## src/rtl/sram_port_arbiter_pkg.sv

```systemverilog
// Shared definitions for the SRAM port arbiter: access size codes,
// response owner encoding, byte strobe patterns and the response record.
package sram_port_arbiter_pkg;

   // Access size codes used by the load/store unit
   localparam logic [2:0] ACCESS_SZ_BYTE = 3'b000;
   localparam logic [2:0] ACCESS_SZ_HALF = 3'b001;
   localparam logic [2:0] ACCESS_SZ_WORD = 3'b010;

   // Which requester owns the access currently in flight
   typedef enum logic {
      OWNER_INST = 1'b0,
      OWNER_DATA = 1'b1
   } owner_e;

   // Byte strobe patterns before shifting by the low address bits
   localparam logic [3:0] WSTRB_NONE = 4'b0000;
   localparam logic [3:0] WSTRB_BYTE = 4'b0001;
   localparam logic [3:0] WSTRB_HALF = 4'b0011;
   localparam logic [3:0] WSTRB_WORD = 4'b1111;

   // Response register: one outstanding access at most
   typedef struct packed {
      logic   valid;
      owner_e owner;
      logic   ale;
   } pend_t;

endpackage

```

## src/rtl/sram_wstrb_gen.sv

```systemverilog
// Store strobe / write-data replication / alignment check for one
// load/store request. Purely combinational.
module sram_wstrb_gen
   import sram_port_arbiter_pkg::*;
(
   input  logic        wr,
   input  logic [2:0]  size,
   input  logic [1:0]  addr_lo,
   input  logic [31:0] wdata,
   output logic [3:0]  we,
   output logic [31:0] wdata_rep,
   output logic        ale
);

   // Decode size into strobes; misaligned or unknown sizes never write
   always_comb begin
      we        = WSTRB_NONE;
      wdata_rep = wdata;
      ale       = 1'b0;
      case (size)
         ACCESS_SZ_BYTE: begin
            wdata_rep = {4{wdata[7:0]}};
            if (wr) we = WSTRB_BYTE << addr_lo;
         end
         ACCESS_SZ_HALF: begin
            wdata_rep = {2{wdata[15:0]}};
            ale       = addr_lo[0];
            if (wr && !addr_lo[0]) we = WSTRB_HALF << addr_lo;
         end
         ACCESS_SZ_WORD: begin
            ale = |addr_lo;
            if (wr && (addr_lo == 2'b00)) we = WSTRB_WORD;
         end
         default: ;
      endcase
   end

endmodule

```

## src/rtl/sram_port_arbiter.sv

```systemverilog
// Arbiter sharing one synchronous-read SRAM port between instruction fetch
// and load/store. Data-over-inst fixed priority by default; define
// SRAM_ARB_RR_EN for round-robin arbitration with a last_grant register.
//
// Handshake: a requester raises req with its address/data and holds them
// until addr_ok is seen high in the same cycle (acceptance). The matching
// data_ok pulses exactly one cycle later; at most one access is in flight.
module sram_port_arbiter
   import sram_port_arbiter_pkg::*;
(
   input  logic        clk,
   input  logic        rst_n,
   input  logic        inst_req,
   input  logic [31:0] inst_addr,
   output logic        inst_addr_ok,
   output logic        inst_data_ok,
   output logic [31:0] inst_rdata,
   input  logic        data_req,
   input  logic        data_wr,
   input  logic [2:0]  data_size,
   input  logic [31:0] data_addr,
   input  logic [31:0] data_wdata,
   output logic        data_addr_ok,
   output logic        data_data_ok,
   output logic [31:0] data_rdata,
   output logic        data_ale,
   output logic        sram_en,
   output logic [3:0]  sram_we,
   output logic [31:0] sram_addr,
   output logic [31:0] sram_wdata,
   input  logic [31:0] sram_rdata
);

   logic        gnt_inst;
   logic        gnt_data;
   logic        gnt_any;
   logic [3:0]  gen_we;
   logic [31:0] gen_wdata;
   logic        gen_ale;
   logic        resp_live;
   pend_t       pend_q;

   sram_wstrb_gen u_wstrb_gen (
      .wr        (data_wr),
      .size      (data_size),
      .addr_lo   (data_addr[1:0]),
      .wdata     (data_wdata),
      .we        (gen_we),
      .wdata_rep (gen_wdata),
      .ale       (gen_ale)
   );

`ifdef SRAM_ARB_RR_EN
   owner_e last_grant;

   // Remember who won last so the other side wins the next conflict
   always_ff @(posedge clk) begin
      if (!rst_n)        last_grant <= OWNER_INST;
      else if (gnt_data) last_grant <= OWNER_DATA;
      else if (gnt_inst) last_grant <= OWNER_INST;
   end

   // Round-robin grant on conflict, lone requester always granted
   always_comb begin
      gnt_data = 1'b0;
      gnt_inst = 1'b0;
      if (rst_n) begin
         if (data_req && inst_req) begin
            gnt_data = (last_grant == OWNER_INST);
            gnt_inst = (last_grant == OWNER_DATA);
         end else begin
            gnt_data = data_req;
            gnt_inst = inst_req;
         end
      end
   end
`else
   // Fixed priority grant: load/store beats fetch
   always_comb begin
      gnt_data = 1'b0;
      gnt_inst = 1'b0;
      if (rst_n) begin
         gnt_data = data_req;
         gnt_inst = inst_req && !data_req;
      end
   end
`endif

   assign gnt_any = gnt_data | gnt_inst;

   // Track the single in-flight access; reloaded on every cycle
   always_ff @(posedge clk) begin
      if (!rst_n) begin
         pend_q <= '{valid: 1'b0, owner: OWNER_INST, ale: 1'b0};
      end else begin
         pend_q.valid <= gnt_any;
         pend_q.owner <= gnt_data ? OWNER_DATA : OWNER_INST;
         pend_q.ale   <= gnt_data & gen_ale;
      end
   end

   // Issue side: the granted requester drives the SRAM port
   assign inst_addr_ok = gnt_inst;
   assign data_addr_ok = gnt_data;
   assign sram_en      = gnt_any;
   assign sram_addr    = gnt_data ? data_addr : (gnt_inst ? inst_addr : 32'h0);
   assign sram_we      = gnt_data ? gen_we    : WSTRB_NONE;
   assign sram_wdata   = gnt_data ? gen_wdata : 32'h0;

   // Response side: rst_n masks a response left over from before reset
   assign resp_live    = rst_n & pend_q.valid;
   assign inst_data_ok = resp_live & (pend_q.owner == OWNER_INST);
   assign data_data_ok = resp_live & (pend_q.owner == OWNER_DATA);
   assign data_ale     = data_data_ok & pend_q.ale;
   assign inst_rdata   = inst_data_ok ? sram_rdata : 32'h0;
   assign data_rdata   = data_data_ok ? sram_rdata : 32'h0;

endmodule

```

## config.mk

```make
export PLATFORM = sky130hd
export DESIGN_NAME = sram_port_arbiter
export DESIGN_NICKNAME = d
export VERILOG_FILES = /design/src/rtl/sram_port_arbiter_pkg.sv /design/src/rtl/sram_wstrb_gen.sv /design/src/rtl/sram_port_arbiter.sv
export SDC_FILE = /design/constraint.sdc
export NUM_CORES = 1
export LEC_CHECK = 0
export CAP_MARGIN = 10
export CORE_AREA = 3 3 104 106
export DETAILED_ROUTE_END_ITERATION = 8
export DIE_AREA = 0 0 107 109
export GPL_TIMING_DRIVEN = 0
export PLACE_DENSITY = 0.71
export REMOVE_ABC_BUFFERS = 1
export SYNTH_ARGS = -nofsm -noshare
export SYNTH_HDL_FRONTEND = slang
export SYNTH_SLANG_ARGS = --single-unit
```

## constraint.sdc

```tcl
create_clock -name clk -period 2.03 [get_ports clk]
set_input_delay 0.609 -clock clk [delete_from_list [all_inputs] [get_ports clk]]
set_output_delay 0.609 -clock clk [all_outputs]
set_load 0.01 [all_outputs]
```

# After elaboration in Yosys (flattened, before gate mapping)
# Cells that the tools add are included.
# totals
regBits	3
in_bits	136
output_inout_bits	138
elab_cells	37
# classes
eq_ne	2
shift	2
mux	15
n_bitwise	7
reduce_logical	8
# op_table
op	count
32-bit 2-to-1 mux	5
32-bit case mux with 2 select lines	1
4-bit 2-to-1 mux	4
4-bit case mux with 3 select lines	1
1-bit bitwise AND	5
1-bit by 2-bit << shifter with 4-bit output, first input constant	1
2-bit by 2-bit << shifter with 4-bit output, first input constant	1
3-bit by 1-bit == test with 1-bit output, second input constant	1
3-bit by 2-bit == test with 1-bit output, second input constant	1
1-bit logical AND	3
3-bit logical NOT	1
1-bit 2-to-1 mux	3
1-bit logical NOT	2
2-bit logical NOT	1
1-bit case mux with 2 select lines	1
2-bit OR reduction	1
1-bit inverter	1
1-bit OR	1

# Longest topological paths before layout
# Gate-level depths: netlist (run 1).
# depth
depth_word	5
ltp_mapped	5
ltp_nobuf	5

# Hierarchy
# Synthesis (run 1) repeated with hierarchy kept, for this count alone.
# hier_totals
cells_unflattened	245
area_unflattened_um2	1903.1
# by_module_without_submodules
module	instances	cells_per_inst	area_per_inst_um2	seq_area_each_um2
sram_port_arbiter	1	172	1286.2	60.1
sram_wstrb_gen	1	73	616.8	0.0

# Worst setup path after synthesis (run 1)
# No wires, ideal clock.
# synth_path
path_kind	input port to output port
startpoint	input port data_size[0]
endpoint	output port sram_we[1]
arrival_time_ps	1500
required_time_ps	1421
setup_slack_ps	-79
stages	4
path_buffers	1
path_cell_list	buf_2 > nand2b_1 > or3_1 > a21oi_1
# synth_between
elab_chain_len	3
elab_cells_between_ends	5
cone_classes	2 x eq/ne; 2 x mux; 1 x reduce/logical
# synth_lines
element	line	text
start, declared	sram_port_arbiter.sv:20	input logic [2:0] data_size,
3-bit by 2-bit == test with 1-bit output, or another cell as far along	sram_wstrb_gen.sv:20	case (size)
4-bit case mux with 3 select lines (*)	sram_wstrb_gen.sv:20	
4-bit 2-to-1 mux (*)	sram_port_arbiter.sv:107	assign sram_we = gnt_data ? gen_we : WSTRB_NONE;
end, declared	sram_port_arbiter.sv:28	output logic [3:0] sram_we,
# Every way passes the cells marked *; elsewhere a longest branch is shown, timed or not.

# Final worst setup path (run 1)
# layout_path
startpoint	input port data_addr[1]
endpoint	output port sram_we[3]
# layout_between
elab_chain_len	5
elab_cells_between_ends	9
cone_classes	2 x shift; 5 x mux; 2 x reduce/logical
# layout_lines
element	line	text
start, declared	sram_port_arbiter.sv:21	input logic [31:0] data_addr,
2-bit logical NOT	sram_wstrb_gen.sv:32	if (wr && (addr_lo == 2'b00)) we = WSTRB_WORD;
1-bit logical AND	sram_wstrb_gen.sv:32	
4-bit 2-to-1 mux	sram_wstrb_gen.sv:32	
4-bit case mux with 3 select lines (*)	sram_wstrb_gen.sv:20	
4-bit 2-to-1 mux (*)	sram_port_arbiter.sv:107	
# Marks and branches as above.

==> impl_metrics.env, run 1 <==
export IMPL_status="finished, violations left"
export IMPL_failed_checks="negative setup slack"
export IMPL_vias_per_cell=4.74
export IMPL_antenna_found_initial=1
export IMPL_cts_sinks=3
export IMPL_start_kind="input pin"
export IMPL_finalCriticalPeriod_ns=2.23
export IMPL_synth_area_leaders="and2_1 26%, a22o_1 18%, nand2_1 7.0%"
export IMPL_avgSynthCellArea_sq_um=6.34
export IMPL_clockRootBuffer="clkbuf_8"
export IMPL_syn2layout_area_growth_pct=245
export IMPL_synth_seq_area_share=0.0385
export IMPL_period_share=1.10
export IMPL_ys_ff_latch=3
export IMPL_hold_viol=0
export IMPL_gr_total_overflow=0
export IMPL_clk_pin_slew_ns=0.03
export IMPL_yosysMostFrequentCell="and2_1"
export IMPL_fmax_mhz=448
export IMPL_p_leak_nw=2.69
export IMPL_synth_top_area_frac=0.261
export IMPL_ys_top_cells_by_count="65 x and2_1, 32 x a22o_1, 29 x nand2_1"
export IMPL_cellPowerDensity_nw_per_um2=227
export IMPL_synth_area_sq_um=1560
export IMPL_ys_flop_type="dfxtp_1"
export IMPL_setup_viol=75
export IMPL_nets=711
export IMPL_regMostFlops="pend_q"
export IMPL_cts_tree="done"
export IMPL_setup_ws_ns=-0.204
export IMPL_grt_pass1_vias=3400
export IMPL_io_buffers=273
export IMPL_start_util=0.158
export IMPL_yosys_area_top_type="and2_1"
export IMPL_route_detailed_drc=0
export IMPL_largest_reg_flops=3
export IMPL_die_h_um=109
export IMPL_drt_iter0_markers=92
export IMPL_final_fill_count=899
export IMPL_die_x_um=107
export IMPL_cp_max_fo=3
export IMPL_holdWs_ns=0.620
export IMPL_rows=36
export IMPL_fin_setup_tns_ns=-5.27
export IMPL_maxSlewViolCount=0
export IMPL_tightest_slew_ns=0.247
export IMPL_design_core_area_sq_um=9860
export IMPL_ir_worst_vdd_uv=111
export IMPL_synthArstFlopShare=0
export IMPL_hpwl_um=8550
export IMPL_yosys_warnings=0
export IMPL_slew_headroom=0.833
export IMPL_place_gp_congestion=0.754
export IMPL_reg_largest_list="pend_q x3"
export IMPL_hold_path_class="input pin to flip-flop"
export IMPL_crit_path_cell_trace="buf_8 > inv_6 > ha_4 > nand2_2 > or3_4 > a21oi_2 > buf_2"
export IMPL_grt_max_degree=16
export IMPL_vias=3340
export IMPL_wl_per_cell_um=19.9
export IMPL_routed_wl_um=14000
export IMPL_cp_required_ns=1.42
export IMPL_numCtsBuffers=3
export IMPL_grt_pass1_wl_um=19100
export IMPL_antenna_left=0
export IMPL_yosysUniqueCellTypes=30
export IMPL_first_pass_iters=4
export IMPL_rsz0062_at_grt="yes"
export IMPL_cp_slowest_cell="or3_4"
export IMPL_synth_edff_count=0
export IMPL_endpoint_kind="output pin"
export IMPL_clockBufferDepth=2
export IMPL_critPathMaxStageDelay_ns=0.39
export IMPL_gr_usage_all_layers=0.212
export IMPL_cp_top_family="simple AND/OR/NAND/NOR gates"
export IMPL_drive_gt1_frac=0.539
export IMPL_hold_buffers=0
export IMPL_arrival_ns=1.62
export IMPL_h_tree_depth=1
export IMPL_ios=274
export IMPL_dieArea_sq_um=11700
export IMPL_dp_slack_ns=-2.47
export IMPL_syn_inst=246
export IMPL_crit_type="input pin to output pin"
export IMPL_max_cap_violations=0
export IMPL_crit_buf_inv=3
-- power by group --
group          internal (mW)  switching [mW]
clock network          0.134          0.0353
logic                  0.584           0.397
registers             0.0628         0.00889
-- logic make-up after synthesis --
family | Yosys count | synth area share
simple gates | 127 | 0.455
compound gates | 75 | 0.338
buf+inv | 29 | 0.0850
mux | 8 | 0.0513
fa+ha+maj | 4 | 0.0321
flops | 3 | 0.0385
-- layer usage --
layer / part of all wire / track usage / vias up
met2: 0.56 / 0.436 / 219
met1: 0.33 / 0.208 / 1563
met4: 0.030 / 0.0721 / 0
met3: 0.081 / 0.0432 / 26
met5: 0 / 0 / -
li1: - / - / 1532
-- what timing repair did --
action	4_1_cts	5_1_grt
pin swaps	41	59
resized for setup	705	140
setup buffers	49	10
gates cloned	15	3
endpoints found under the setup margin	140	100
-- cell type report --
cell class              instances  area (sq um)  area share
inverters                       4          36.3     0.00675
diodes                          1          2.50    0.000466
flip-flops and latches          3          62.6      0.0116
clock buffers                   4          45.0     0.00838
repair buffers                336          3190       0.593
multi-input cells             222          1870       0.348
well taps                     133           166      0.0310
repair inverters                1          7.51     0.00140
-- placed cells by master (no fill, tap or decap), drive strengths merged, types with 11 or more instances in the layout --
master,instances
buf,192
clkdlybuf4s50,98
and2,65
a22o,32
nand2,30
dlygate4sd2,22
a21oi,19
nor2,13
and3,13
o21ai,12
clkbuf,11
-- worst paths after layout --
path / from / end / cells after the start
min: inst_req / pend_q[2] / 2
max: data_addr[1] / sram_we[3] / 7
-- per-stage QoR --
stage	area, sq um	total power [mW]	utilization	cells
3_3_place_gp	4340	0.802	0.440	627
3_5_place_dp	4360	0.815	0.442	628
4_1_cts	5030	1.15	0.510	696
6_report	5380	1.22	0.545	704
5_1_grt	5380	1.29	0.545	704
2_1_floorplan	1440	0.274	-	221
Power figures use the tool's default switching activity.
==> run 2, diff against run 1 <==
CTS_CLUSTER_SIZE = 14   (was unset)
TNS_END_PERCENT = 100   (was unset)
==> results of run 2 <==
Same layout as run 1: the final DEF is identical, and so are final timing and power.
